===== src/rtl/cbus_rr_arbiter.sv =====
// Round-robin arbiter sharing one CBus master port among NUM_INPUTS requesters.
// A grant is held until the slave returns last. In that same cycle the next
// requester can be chosen, so back-to-back transactions have no idle gap.

package cbus_pkg;

  typedef struct packed {
    logic        valid;
    logic        is_write;
    logic [31:0] addr;
    logic [3:0]  len;
    logic [31:0] wdata;
  } cbus_req_t;

  typedef struct packed {
    logic        ready;
    logic        last;
    logic [31:0] data;
  } cbus_resp_t;

endpackage

module cbus_rr_arbiter
  import cbus_pkg::*;
#(
  parameter int NUM_INPUTS = 2,
  parameter int IDX_W      = (NUM_INPUTS > 1) ? $clog2(NUM_INPUTS) : 1
) (
  input  logic             clk,
  input  logic             reset,
  input  cbus_req_t        ireqs  [NUM_INPUTS],
  output cbus_resp_t       iresps [NUM_INPUTS],
  output cbus_req_t        oreq,
  input  cbus_resp_t       oresp,
  output logic             grant_valid,
  output logic [IDX_W-1:0] grant_idx
);

  typedef enum logic {IDLE, BUSY} state_t;

  state_t           state_q, state_d;
  logic [IDX_W-1:0] owner_q, owner_d;
  logic [IDX_W-1:0] ptr_q, ptr_d;

  logic [IDX_W-1:0] scan_start;
  logic             scan_excl;
  logic             pick_found;
  logic [IDX_W-1:0] pick_idx;
  logic [IDX_W-1:0] cand_idx;

  // Successor of an index, wrapping from NUM_INPUTS-1 back to 0.
  function automatic logic [IDX_W-1:0] wrap_inc(input logic [IDX_W-1:0] v);
    if (v == IDX_W'(NUM_INPUTS - 1)) return '0;
    else                             return v + IDX_W'(1);
  endfunction

  // Scan origin: ptr while idle. On a handover it is the owner's successor,
  // and the finishing owner is skipped because its valid is still high.
  always_comb begin
    scan_start = ptr_q;
    scan_excl  = 1'b0;
    if (state_q == BUSY) begin
      scan_start = wrap_inc(owner_q);
      scan_excl  = 1'b1;
    end
  end

  // Round-robin pick: the first valid requester at or after scan_start.
  always_comb begin
    // NOTE: every combinational output gets a default before any branch so no latch is inferred.
    pick_found = 1'b0;
    pick_idx   = '0;
    cand_idx   = '0;
    for (int k = 0; k < NUM_INPUTS; k++) begin
      cand_idx = IDX_W'((int'(scan_start) + k) % NUM_INPUTS);
      if (!pick_found && ireqs[cand_idx].valid &&
          !(scan_excl && cand_idx == owner_q)) begin
        pick_found = 1'b1;
        pick_idx   = cand_idx;
      end
    end
  end

  // Next-state logic: grant from idle, hand over or release on last.
  always_comb begin
    state_d = state_q;
    owner_d = owner_q;
    ptr_d   = ptr_q;
    case (state_q)
      IDLE: begin
        if (pick_found) begin
          state_d = BUSY;
          owner_d = pick_idx;
        end
      end
      BUSY: begin
        if (oresp.last) begin
          ptr_d = wrap_inc(owner_q);
          if (pick_found) owner_d = pick_idx;
          else            state_d = IDLE;
        end
      end
      default: state_d = IDLE;
    endcase
  end

  // Arbitration state registers with synchronous active-low reset.
  always_ff @(posedge clk) begin
    // NOTE: sequential state uses non-blocking assignments so every flop samples pre-edge values.
    if (!reset) begin
      state_q <= IDLE;
      owner_q <= '0;
      ptr_q   <= '0;
    end else begin
      state_q <= state_d;
      owner_q <= owner_d;
      ptr_q   <= ptr_d;
    end
  end

  // Datapath: connect the owner to the slave while busy; everything else is zero.
  always_comb begin
    oreq = '0;
    for (int i = 0; i < NUM_INPUTS; i++) iresps[i] = '0;
    if (state_q == BUSY) begin
      oreq            = ireqs[owner_q];
      iresps[owner_q] = oresp;
    end
  end

  assign grant_valid = (state_q == BUSY);
  assign grant_idx   = owner_q;

endmodule


===== config.mk =====
export PLATFORM = sky130hd
export DESIGN_NAME = cbus_rr_arbiter
export DESIGN_NICKNAME = d
export VERILOG_FILES = /design/src/rtl/cbus_rr_arbiter.sv
export SDC_FILE = /design/constraint.sdc
export NUM_CORES = 1
export LEC_CHECK = 0
export BUFFER_PORTS_ARGS = -buffer_cell sky130_fd_sc_hd__buf_2
export CAP_MARGIN = 20
export CORE_AREA = 2 2 122 124
export CTS_BUF_LIST = sky130_fd_sc_hd__clkbuf_8
export CTS_CLUSTER_SIZE = 20
export DETAILED_ROUTE_END_ITERATION = 8
export DIE_AREA = 0 0 124 126
export PLACE_DENSITY = 0.44
export SYNTH_ARGS = -nofsm -noshare
export SYNTH_HDL_FRONTEND = slang
export SYNTH_SLANG_ARGS = --single-unit

===== constraint.sdc =====
create_clock -name clk -period 1.98 [get_ports clk]
set_clock_uncertainty 0.15 [all_clocks]
set_input_delay 0.297 -clock clk [delete_from_list [all_inputs] [get_ports clk]]
set_output_delay 0.297 -clock clk [all_outputs]
set_load 0.01 [all_outputs]

Word level (Yosys, flattened, before mapping)
Index checks and enable logic that the tools add are counted.
{"block": "totals", "register_bits": 3, "input_bits": 176, "output_inout_bits": 140, "elab_cells": 53}
{"block": "op_classes", "add_sub_neg": 2, "order_cmp": 4, "eq_ne": 3, "muxes": 26, "n_bitwise": 5, "reduce_logical": 10}
{"cell": "70-bit two-way mux", "count": 10}
{"cell": "68-bit bitwise AND", "count": 1}
{"cell": "68-bit two-way mux", "count": 1}
{"cell": "34-bit demux with 1-bit select", "count": 1}
{"cell": "34-bit two-way mux", "count": 1}
{"cell": "1-bit two-way mux", "count": 11}
{"cell": "2-bit >= comparator, second input constant", "count": 3}
{"cell": "1-bit logical AND", "count": 6}
{"cell": "1-bit NOT with 2-bit output", "count": 3}
{"cell": "1-bit one-hot mux with 2 select lines", "count": 2}
{"cell": "1-bit logical NOT", "count": 3}
{"cell": "1-bit adder, second input constant", "count": 2}
{"cell": "1-bit equality test", "count": 2}
{"cell": "2-bit by 1-bit less-than comparator with 1-bit output, second input constant", "count": 1}
{"cell": "2-bit != test, second input constant", "count": 1}
{"cell": "2-bit AND reduction", "count": 1}
{"cell": "1-bit NOT", "count": 1}

Longest topological paths before layout
{"block": "logic_depth", "word_depth": 16, "depth_mapped": 5}

Worst setup path after synthesis
Ideal clock, no wire load.
{"block": "synth_timing", "path_type": "register to output", "startpoint": "reg state_q (netlist: grant_valid)", "endpoint": "out oreq[60] (netlist name)", "arrival_ns": 1.035, "t_required_ns": 1.533, "slack_ns": 0.498, "stages_incl_launch_ff": 4, "path_cell_list": "dfxtp_1 buf_2 clkbuf_1 nor2b_1"}
{"element": "from (decl)", "line": "41", "text": "state_t state_q, state_d;"}
{"element": "from (signal assigned)", "line": "115", "text": "state_q <= state_d;"}
{"element": "to (decl)", "line": "33", "text": "output cbus_req_t oreq,"}

==> results.md <==
* Sequential Power Share at 7.0%
* Hold buffer count at CTS at 0
* Global-route wire length before repair at 13400 um
* VDD IR-drop max at roughly 0.00022 V
* CP required at approximately 1.5 ns
* Delay-heaviest family, CP: flip-flops
* Net Count, Synth at 427
* Die width at roughly 120 um
* Share of cells above drive strength 1 at about three fifths
* Syn_area_per_cell at about 7.6 um2
* Clk_lat worst skew at between 0.2 and 0.25 ns
* Critical path, cell by cell: buf_12 -> mux2i_1 -> nor2b_1 -> buf_2
* Clk buf depth at 2
* Layout area overhead at 94.7%
* Final HPWL DP at roughly 8000 um
* Worst reg2reg setup slack at approximately 0.49 ns
* Clock-pin slew on the worst setup and hold paths at 0.03 ns
* Worst R2R Start: grant_valid$_SDFF_PN0_
* Crit Path Category: flop to primary output
* Post-route clock period utilization at about 92%
* Core footprint at ~14000 um2
* Arrival @ worst endpoint at between 1 and 1.5 ns
* Sequential element share of the synthesized area at between 3 and 4%
* Critical path's largest stage delay at around 0.47 ns
* Internal power at roughly 0.67 mW
* Die area at around 16000 um2
* Non-Filler Instances at about 740
* Clock Power Share at between 10% and 20%
* Antenna-violating nets left at 0
* Fraction of power spent switching nets at between 40% and 50%
* Depth of the CTS H-tree at 1
* Warnings from Yosys at 0
* GR Overflow Total at 0
* Max stage delay cell, worst path: dfxtp_4
* CP bufs+invs at 2
* Min Tclk post-route at 1.83 ns
* Startpoint Class: flop
* Dpl cells at between 700 and 800
* Setup TNS at 0 ns
* Root buffer cell: clkbuf_8
* CTS Buf Count at 3
* Hold crit path type: input port to flop
* Power density over the cells at roughly 310 nW/um2
* Sink of the worst hold path: grant_idx$_SDFFE_PN0P_
* Post-Syn Instances at roughly 250
* I/O pin count at between 300 and 400
* Die height at about 130 um
* CTS tree: yes
* Initial Util at roughly an eighth
* RSZ-0062 raised after global routing: false
* Flops & latches, synth at 3
* DR WL/cell at ~13 um
* # port buffers at about 320
* CP max FO at 28
* Endpoint class of the critical path: primary output
* Max Freq at 546 MHz
* Status: finished clean
* Clk sinks at 3
* NetSw at about 0.49 mW
* Max-cap check violation count at 0
* Synth Cell Area at around 1900 um2
* RR Endpoint: grant_idx$_SDFFE_PN0P_
* Area leader, netlist: mux2i_1
* Synth area leaders: mux2i_1 37%, nor2b_1 23%, and2_1 11%, and3_1 11%, buf_6 5.3%
* 1st-iter DRT viols at 61
* Via count at approximately 2900
* Nets at 729
* Largest net degree at the start of global routing at 90
* Critical Path Stages at 4
* DR pass1 iterations at 4
* Vias in the first global route at ~2800
* Final hold violation count at 0
* Final setup violation count at 0
* Hold Startpoint: ireqs[139]
* Initial antenna violation count at 1
* Top_reg_cell synth: dfxtp_1
* GPL Wtd Cong at 0.802
* Synth cell types at 18
* DRC at 0
* Row cnt at between 40 and 50
* Top cell type's share of synthesized area at between 30% and 40%
* Number of synthesized flops with an enable pin at 0
* Slew @ Worst Pin at 0.302 ns
* Pre-CTS WS at between 0.2 and 0.3 ns
* Setup ws final at between 0.1 and 0.15 ns
* Total GRT Usage at a little over a tenth
* Slew headroom at around four fifths
* Final-report max-slew violation count at 0
* R2R depth at 4
* Top cells by count, synth: 71 x mux2i_1, 71 x nor2b_1, 34 x and2_1, 34 x and3_1, 10 x clkbuf_1
* Hold depth at 2
* FILL cells at 1600
* Via density at just under 4
* Share of flip-flops with an asynchronous set or reset at 0%
* P_leak at around 2.2 nW
* Comb power frac at between 70% and 80%
* WL final at around 9400 um
## what timing repair did
action	in CTS	in global routing
setup buffers	0	1
resized for setup	0	0
setup endpoints to repair	0	35
## state kept, by name, summed over array words and instances (netlist names)
name         count
grant_idx        1
grant_valid      1
ptr_q            1
## per-stage QoR
step	hold slack, ns	power [mW]	cell area [um2]	utilization, %
after floorplan	0.236	0.587	1900	-
after CTS	0.167	1.18	3690	25.8
final	0.171	1.16	3710	25.9
after detailed placement	0.389	1.00	3650	25.5
after global placement	0.378	0.993	3650	25.5
after global routing	0.181	1.28	3710	25.9
## cells in the final DEF, fill, tap and decap left out
| master | count |
|---|---|
| buf_2 | 315 |
| mux2i_1 | 71 |
| nor2b_1 | 71 |
| and2_1 | 34 |
| and3_1 | 34 |
| clkbuf_8 | 4 |
| buf_12 | 4 |
| buf_4 | 4 |
| a21oi_1 | 3 |
| diode_2 | 1 |
| nor2b_4 | 1 |
| nand2_1 | 1 |
| and3b_1 | 1 |
| or3b_1 | 1 |
| o311ai_1 | 1 |
| nor3b_2 | 1 |
| o31ai_1 | 1 |
| a31oi_1 | 1 |
| inv_1 | 1 |
| dfxtp_4 | 1 |
| dfxtp_2 | 1 |
| dfxtp_1 | 1 |
## power by group through the flow
stage	clock network [mW]	logic, mW	registers (mW)
2_1_floorplan	0	0.515	0.0720
3_3_place_gp	0	0.905	0.0885
3_5_place_dp	0	0.913	0.0888
4_1_cts	0.177	0.915	0.0883
5_1_grt	0.189	1.00	0.0836
6_report	0.172	0.912	0.0813
## cells by family (layout without fill, tap and decap cells)
kind of cell | count (synthesis) | in the layout | synth area share, %
AND/OR/NAND/NOR | 144 | 144 | 48.2
AO/OA/AOI/OAI | 6 | 6 | 1.97
buffers and inverters | 27 | 328 | 9.40
multiplexers | 71 | 71 | 37.3
flip-flops | 3 | 3 | 3.15
other | 0 | 1 | 0
## worst reg2reg max path, cell delays in order, from the launching register on
cell and delay, ns:
dfxtp_2 0.36, buf_12 0.27, or3b_1 0.43, o311ai_1 0.10, a21oi_1 0.07
## how the worst max path moves through the flow
stage                                start  endpoint  slack, ns
floorplan           grant_valid$_SDFF_PN0_  oreq[60]       0.50
global placement    grant_idx$_SDFFE_PN0P_  oreq[40]       0.29
detailed placement  grant_idx$_SDFFE_PN0P_  oreq[35]       0.26
CTS                 grant_idx$_SDFFE_PN0P_  oreq[35]       0.03
global route        grant_idx$_SDFFE_PN0P_  oreq[51]       0.03
finish              grant_idx$_SDFFE_PN0P_  oreq[35]       0.15
## layout make-up
cell class | count | area (um2) | area share, %
Antenna cell | 1 | 2.50 | 0.0675
Sequential cell | 3 | 65.1 | 1.75
Tap cell | 184 | 230 | 6.21
Timing Repair Buffer | 324 | 1700 | 45.9
Multi-Input combinational cell | 221 | 1670 | 44.9
Clock inverter | 1 | 3.75 | 0.101
Clock buffer | 3 | 41.3 | 1.11
## routing by layer
layer  vias to the layer above  wire length, um  global-route usage (%)
li1                       1453                -                       -
met1                      1292             3360                    11.4
met2                       150             5100                    21.5
met3                         2              832                    1.99
met4                         0               76                    2.58
met5                         -                0                       0
Power figures use the tool's default switching activity.
